<file path="config.mk">
export PLATFORM = sky130hd
export DESIGN_NAME = recirc_active_ctrl_flat
export DESIGN_NICKNAME = d
export VERILOG_FILES = /design/src/rtl/recirc_active_ctrl_pkg.sv /design/src/rtl/recirc_active_ctrl_if.sv /design/src/rtl/recirc_active_ctrl_sat_counter.sv /design/src/rtl/recirc_active_ctrl.sv /design/src/flat_wrapper.sv
export SDC_FILE = /design/constraint.sdc
export NUM_CORES = 1
export LEC_CHECK = 0
export CAP_MARGIN = 40
export CORE_MARGIN = 2
export CORE_UTILIZATION = 64
export CTS_CLUSTER_DIAMETER = 120
export DETAILED_ROUTE_END_ITERATION = 8
export DONT_BUFFER_PORTS = 1
export GPL_TIMING_DRIVEN = 0
export PLACE_DENSITY_LB_ADDON = 0.2
export SETUP_SLACK_MARGIN = 0.3
export SYNTH_ARGS = -nofsm -noshare
export SYNTH_HDL_FRONTEND = slang
export SYNTH_SLANG_ARGS = --single-unit
</file>
<file path="constraint.sdc">
create_clock -name clk_2f -period 4 [get_ports clk_2f]
set_input_delay 0.8 -clock clk_2f [delete_from_list [all_inputs] [get_ports clk_2f]]
set_output_delay 0.8 -clock clk_2f [all_outputs]
set_load 0.05 [all_outputs]
</file>
<file path="src/rtl/recirc_active_ctrl_pkg.sv">
// Shared types and defaults for the recirculation lock controller.
package recirc_active_ctrl_pkg;

  localparam int unsigned DataW          = 32;
  localparam int unsigned CntW           = 4;
  localparam logic [31:0] SyncWordDefault = 32'hBCBC_BCBC;

  // Encodings are visible on the debug state port.
  typedef enum logic [1:0] {
    StSearch  = 2'd0,
    StLocking = 2'd1,
    StActive  = 2'd2
  } state_e;

endpackage

</file>
<file path="src/rtl/recirc_active_ctrl_if.sv">
// Receive-stream and status bundle between the flop stage and the recirculation module.
interface recirc_active_ctrl_if;
  import recirc_active_ctrl_pkg::*;

  logic              enable;
  logic              valid_in;
  logic [DataW-1:0]  data_in;
  logic              active;
  logic              valid_out;
  logic [DataW-1:0]  data_out;
  logic [1:0]        state;
  logic [CntW-1:0]   sync_cnt;

  modport master (
    output enable, valid_in, data_in,
    input  active, valid_out, data_out, state, sync_cnt
  );

  modport slave (
    input  enable, valid_in, data_in,
    output active, valid_out, data_out, state, sync_cnt
  );

endinterface

</file>
<file path="src/rtl/recirc_active_ctrl_sat_counter.sv">
// Saturating up-counter; clr with inc loads 1 so a fresh run can start in one edge.
module recirc_active_ctrl_sat_counter #(
  parameter int unsigned CntW = 4
) (
  input  logic            clk_i,
  input  logic            rst_ni,
  input  logic            clr_i,
  input  logic            inc_i,
  output logic [CntW-1:0] cnt_o
);

  logic [CntW-1:0] cnt_d, cnt_q;

  always_comb begin
    cnt_d = cnt_q;
    if (clr_i) begin
      cnt_d = inc_i ? CntW'(1) : '0;
    end else if (inc_i && (cnt_q != {CntW{1'b1}})) begin
      cnt_d = cnt_q + CntW'(1);
    end
  end

  always_ff @(posedge clk_i or negedge rst_ni) begin
    if (!rst_ni) cnt_q <= '0;
    else         cnt_q <= cnt_d;
  end

  assign cnt_o = cnt_q;

endmodule

</file>
<file path="src/rtl/recirc_active_ctrl.sv">
// Lock FSM producing the 'active' route select, with data/valid re-timed by one cycle.
module recirc_active_ctrl
  import recirc_active_ctrl_pkg::*;
#(
  parameter logic [DataW-1:0] SyncWord  = SyncWordDefault,
  parameter int unsigned      SyncCount = 4,
  parameter int unsigned      LossCount = 8
) (
  input logic               clk_2f,
  input logic               reset_L,
  recirc_active_ctrl_if.slave bus
);

  state_e            state_d, state_q;
  logic              active_q;
  logic              valid_q;
  logic [DataW-1:0]  data_q;
  logic              sync_clr, sync_inc, loss_clr, loss_inc;
  logic [CntW-1:0]   sync_cnt, loss_cnt;
  logic              is_sync;

  assign is_sync = bus.valid_in && (bus.data_in == SyncWord);

  always_comb begin
    state_d  = state_q;
    sync_clr = 1'b0;
    sync_inc = 1'b0;
    loss_clr = 1'b0;
    loss_inc = 1'b0;
    if (!bus.enable) begin
      state_d  = StSearch;
      sync_clr = 1'b1;
      loss_clr = 1'b1;
    end else begin
      unique case (state_q)
        StSearch: begin
          loss_clr = 1'b1;
          sync_clr = 1'b1;
          if (is_sync) begin
            sync_inc = 1'b1;
            state_d  = (SyncCount == 1) ? StActive : StLocking;
          end
        end
        StLocking: begin
          loss_clr = 1'b1;
          if (is_sync) begin
            sync_inc = 1'b1;
            if (32'(sync_cnt) + 32'd1 >= SyncCount) state_d = StActive;
          end else if (bus.valid_in) begin
            sync_clr = 1'b1;
            state_d  = StSearch;
          end
        end
        StActive: begin
          if (bus.valid_in) begin
            loss_clr = 1'b1;
          end else if (32'(loss_cnt) + 32'd1 >= LossCount) begin
            loss_clr = 1'b1;
            sync_clr = 1'b1;
            state_d  = StSearch;
          end else begin
            loss_inc = 1'b1;
          end
        end
        default: begin
          state_d  = StSearch;
          sync_clr = 1'b1;
          loss_clr = 1'b1;
        end
      endcase
    end
  end

  always_ff @(posedge clk_2f or negedge reset_L) begin
    if (!reset_L) begin
      state_q  <= StSearch;
      active_q <= 1'b0;
      valid_q  <= 1'b0;
      data_q   <= '0;
    end else begin
      state_q  <= state_d;
      // Registered from next-state so the lock-completing word leaves with active=1.
      active_q <= (state_d == StActive);
      valid_q  <= bus.valid_in;
      data_q   <= bus.data_in;
    end
  end

  recirc_active_ctrl_sat_counter #(.CntW(CntW)) u_sync_cnt (
    .clk_i  (clk_2f),
    .rst_ni (reset_L),
    .clr_i  (sync_clr),
    .inc_i  (sync_inc),
    .cnt_o  (sync_cnt)
  );

  recirc_active_ctrl_sat_counter #(.CntW(CntW)) u_loss_cnt (
    .clk_i  (clk_2f),
    .rst_ni (reset_L),
    .clr_i  (loss_clr),
    .inc_i  (loss_inc),
    .cnt_o  (loss_cnt)
  );

  assign bus.active    = active_q;
  assign bus.valid_out = valid_q;
  assign bus.data_out  = data_q;
  assign bus.state     = state_q;
  assign bus.sync_cnt  = sync_cnt;

endmodule

</file>
<file path="src/flat_wrapper.sv">
// flat-port wrapper written by rule: the top's interface ports become plain ports
module recirc_active_ctrl_flat import recirc_active_ctrl_pkg::*;
#(
  parameter logic [DataW-1:0] SyncWord  = SyncWordDefault,
  parameter int unsigned      SyncCount = 4,
  parameter int unsigned      LossCount = 8
)
  (clk_2f, reset_L, bus_enable, bus_valid_in, bus_data_in, bus_active, bus_valid_out, bus_data_out, bus_state, bus_sync_cnt);
  recirc_active_ctrl_if bus_i ();
  input logic clk_2f;
  input logic reset_L;
  input wire logic [$bits(bus_i.enable)-1:0] bus_enable;
  input wire logic [$bits(bus_i.valid_in)-1:0] bus_valid_in;
  input wire logic [$bits(bus_i.data_in)-1:0] bus_data_in;
  output wire logic [$bits(bus_i.active)-1:0] bus_active;
  output wire logic [$bits(bus_i.valid_out)-1:0] bus_valid_out;
  output wire logic [$bits(bus_i.data_out)-1:0] bus_data_out;
  output wire logic [$bits(bus_i.state)-1:0] bus_state;
  output wire logic [$bits(bus_i.sync_cnt)-1:0] bus_sync_cnt;
  assign bus_i.enable = bus_enable;
  assign bus_i.valid_in = bus_valid_in;
  assign bus_i.data_in = bus_data_in;
  assign bus_active = bus_i.active;
  assign bus_valid_out = bus_i.valid_out;
  assign bus_data_out = bus_i.data_out;
  assign bus_state = bus_i.state;
  assign bus_sync_cnt = bus_i.sync_cnt;
  recirc_active_ctrl #(.SyncWord(SyncWord), .SyncCount(SyncCount), .LossCount(LossCount)) u_core (.clk_2f(clk_2f), .reset_L(reset_L), .bus(bus_i));
endmodule
</file>
==> flow_metrics.env <==
export IMPL_synth_warnings=0
export IMPL_numClockSinks=44
export IMPL_cts_setup_buffers=0
export IMPL_cts_root_buf="clkbuf_4"
export IMPL_rsz0062_at_grt="no"
export IMPL_antenna_found_initial=0
export IMPL_startpoint_type="register"
export IMPL_final_util=0.7372
export IMPL_wl_per_cell_um=17.52
export IMPL_setup_worst_path_end_class="register"
export IMPL_synth_cell_types=40
export IMPL_cp_required_ns=4.23
export IMPL_place_area_mm2=0.001753
export IMPL_clock_path_buffers=2
export IMPL_synth_edff_count=0
export IMPL_design_core_area_mm2=0.002500
export IMPL_vias=976
export IMPL_clk_latency_ns=0.35
export IMPL_finalWirelength_um=2785
export IMPL_holdBufCountCts=0
export IMPL_die_w_um=55.77
export IMPL_crit_start="u_core.u_sync_cnt.cnt_o[0]$_DFFE_PN0P_"
export IMPL_clkSlewWorstSetupHoldPaths_ns=0.13
export IMPL_avgViaCountPerCell=6.138
export IMPL_htreeDepth=2
export IMPL_ys_seq_area_frac=0.6419
export IMPL_dp_cells=151
export IMPL_synthFlopType="dfrtp_1"
export IMPL_fin_area_mm2=0.001843
export IMPL_grt_util_all_layers=0.1940
export IMPL_die_area_mm2=0.003110
export IMPL_max_slew_margin=0.5824
export IMPL_synth_top_cell_area_share=0.6419
export IMPL_arrival_ns=2.44
export IMPL_grt_max_degree=45
export IMPL_stdcell_count=159
export IMPL_ys_seq_elements=44
export IMPL_hold_path_class="input port to asynchronous set/reset pin"
export IMPL_hold_viol=0
export IMPL_status="finished, final reports clean"
export IMPL_async_reset_ff_frac=1.000
export IMPL_synth_common_cells="dfrtp_1, ha_1, inv_1"
export IMPL_avgSynthCellArea_um2=14.18
export IMPL_cts_tree="yes"
export IMPL_area_growth_syn_to_layout_pct=7.440
export IMPL_critPathMaxStageDelay_ns=0.64
export IMPL_antenna_cells_inserted=0
export IMPL_crit_chain="ha_1 -> a211oi_1 -> nor3b_1 -> a211o_1 -> mux2i_1 -> a211oi_2"
export IMPL_ios=76
export IMPL_reg2reg_depth=6
export IMPL_syn_inst=121
export IMPL_synth_area_mm2=0.001715
export IMPL_syn_nets=165
export IMPL_dr_pass1_iters=4
export IMPL_synth_top_cell_by_area="dfrtp_1"
export IMPL_crit_fanout=6
export IMPL_p_per_area_mw_per_mm2=447.1
export IMPL_synthTopCellsByArea="dfrtp_1, ha_1, nand4_4"
export IMPL_yosysMostFrequentCell="dfrtp_1"
export IMPL_grt_overflow=0
export IMPL_die_h_um=55.77
export IMPL_cts_buffers_inserted=5
export IMPL_regToRegSetupSlack_ns=1.78
export IMPL_placementRows=18
export IMPL_fin_skew_ns=0.01439
export IMPL_setup_viol=0
export IMPL_fin_crit_ns=2.215
export IMPL_final_layout_size_suffix_gt1_frac=0.1550
export IMPL_criticalPathCategory="register to register"
export IMPL_start_util=0.6862
export IMPL_p_leak_nw=0.8343
export IMPL_hpwlAfterDp_um=2158
export IMPL_tightest_slew_ns=0.6263
export IMPL_ir_drop_mv=0.4065
export IMPL_nFillCells=161
export IMPL_max_freq_mhz=451.5
export IMPL_maxSlewViolCount=0
export IMPL_maxCapViolCount=0
export IMPL_grt_first_pass_wirelength_um=4505
export IMPL_drtAntennaViolNets=0
export IMPL_tns_ns=0
export IMPL_reg2reg_from="u_core.u_sync_cnt.cnt_o[0]$_DFFE_PN0P_"
export IMPL_port_buffers=0
export IMPL_drt_iter0_drc=8
export IMPL_post_cts_resized=0
export IMPL_grt_pass1_vias=984
export IMPL_cp_slowest_cell="dfrtp_1"
export IMPL_place_congestion=0.8986
export IMPL_layout_nets=172
export IMPL_min_period_over_period=0.5538
export IMPL_drc_errors=0
## logic make-up after synthesis
kind of cell | Yosys count | share of synthesized area
xor gates and xnor gates | 2 | 0.01021
buffers and inverters | 9 | 0.02042
and+or+nand+nor | 37 | 0.1699
AOI/OAI and AO/OA | 16 | 0.07368
muxes | 4 | 0.02334
other | 1 | 0.002186
adders and majority gates | 8 | 0.05835
DFF | 44 | 0.6419
## metrics by stage
step	hold slack [ns]	setup slack [ns]	power (W)
floorplan	0.4589	2.059	0.0005460
global placement	0.4773	1.900	0.0005490
detailed placement	0.4960	1.856	0.0005497
CTS	0.1197	1.805	0.0008292
global route	0.09852	1.697	0.0008505
finish	0.1271	1.785	0.0008240
## routing by layer
layer  track usage  wire, um  share of wire
met1        0.2196       959           0.34
met2        0.3129      1445           0.52
met3       0.08372       321           0.12
met4       0.09756        60          0.022
met5             0         0              0
## critical path: cells and delay by family, from the launching register on
family | cells | cell delay (ns)
adders and majority gates | 1 | 0.39
and+or+nand+nor | 1 | 0.13
muxes | 1 | 0.22
AOI/OAI and AO/OA | 3 | 0.71
DFF | 1 | 0.64
## power by group
group	internal [W]	switching (W)	total, W
Combinational	0.00000470	0.00000506	0.00000975
Clock	0.000150	0.000134	0.000284
Sequential	0.000461	0.0000692	0.000531
## layout make-up
type	count	area (um2)	share of cell area
inverters	8	30.03	0.01629
clock inverters	2	38.79	0.02105
flip-flops and latches	44	1101	0.5974
plain buffers	1	5.005	0.002716
clock buffers	6	51.30	0.02783
well taps	30	37.54	0.02037
multi-input cells	68	579.3	0.3143
## flip-flops by register name, summed over array words and instances (netlist names)
| signal | cells |
|---|---|
| u_core.bus.data_out | 32 |
| u_core.u_loss_cnt.cnt_o | 4 |
| u_core.u_sync_cnt.cnt_o | 4 |
| u_core.bus.state | 2 |
| u_core.bus.active | 1 |
| u_core.bus.valid_out | 1 |
## cells in the final DEF (no fill, tap or decap), types with 2 or more instances in the layout
master	count
dfrtp_1	44
inv_1	8
ha_1	8
nor2_1	6
nand2_1	5
clkbuf_4	5
mux2i_1	4
and4bb_2	3
and4b_1	3
nand3_1	3
nand4_4	2
nor2b_1	2
a21oi_1	2
nor3b_1	2
xnor2_1	2
a31oi_1	2
## final timing paths
kind / end
setup / recovery: u_core.bus.active$_DFF_PN0_
hold / removal: u_core.u_sync_cnt.cnt_o[2]$_DFFE_PN0P_
setup reg to reg: u_core.bus.active$_DFF_PN0_
hold reg to reg: u_core.u_loss_cnt.cnt_o[0]$_DFFE_PN0P_
max in group asynchronous: u_core.bus.data_out[3]$_DFF_PN0_
min in group clk_2f: u_core.bus.data_out[21]$_DFF_PN0_
Power figures use the tool's default switching activity.
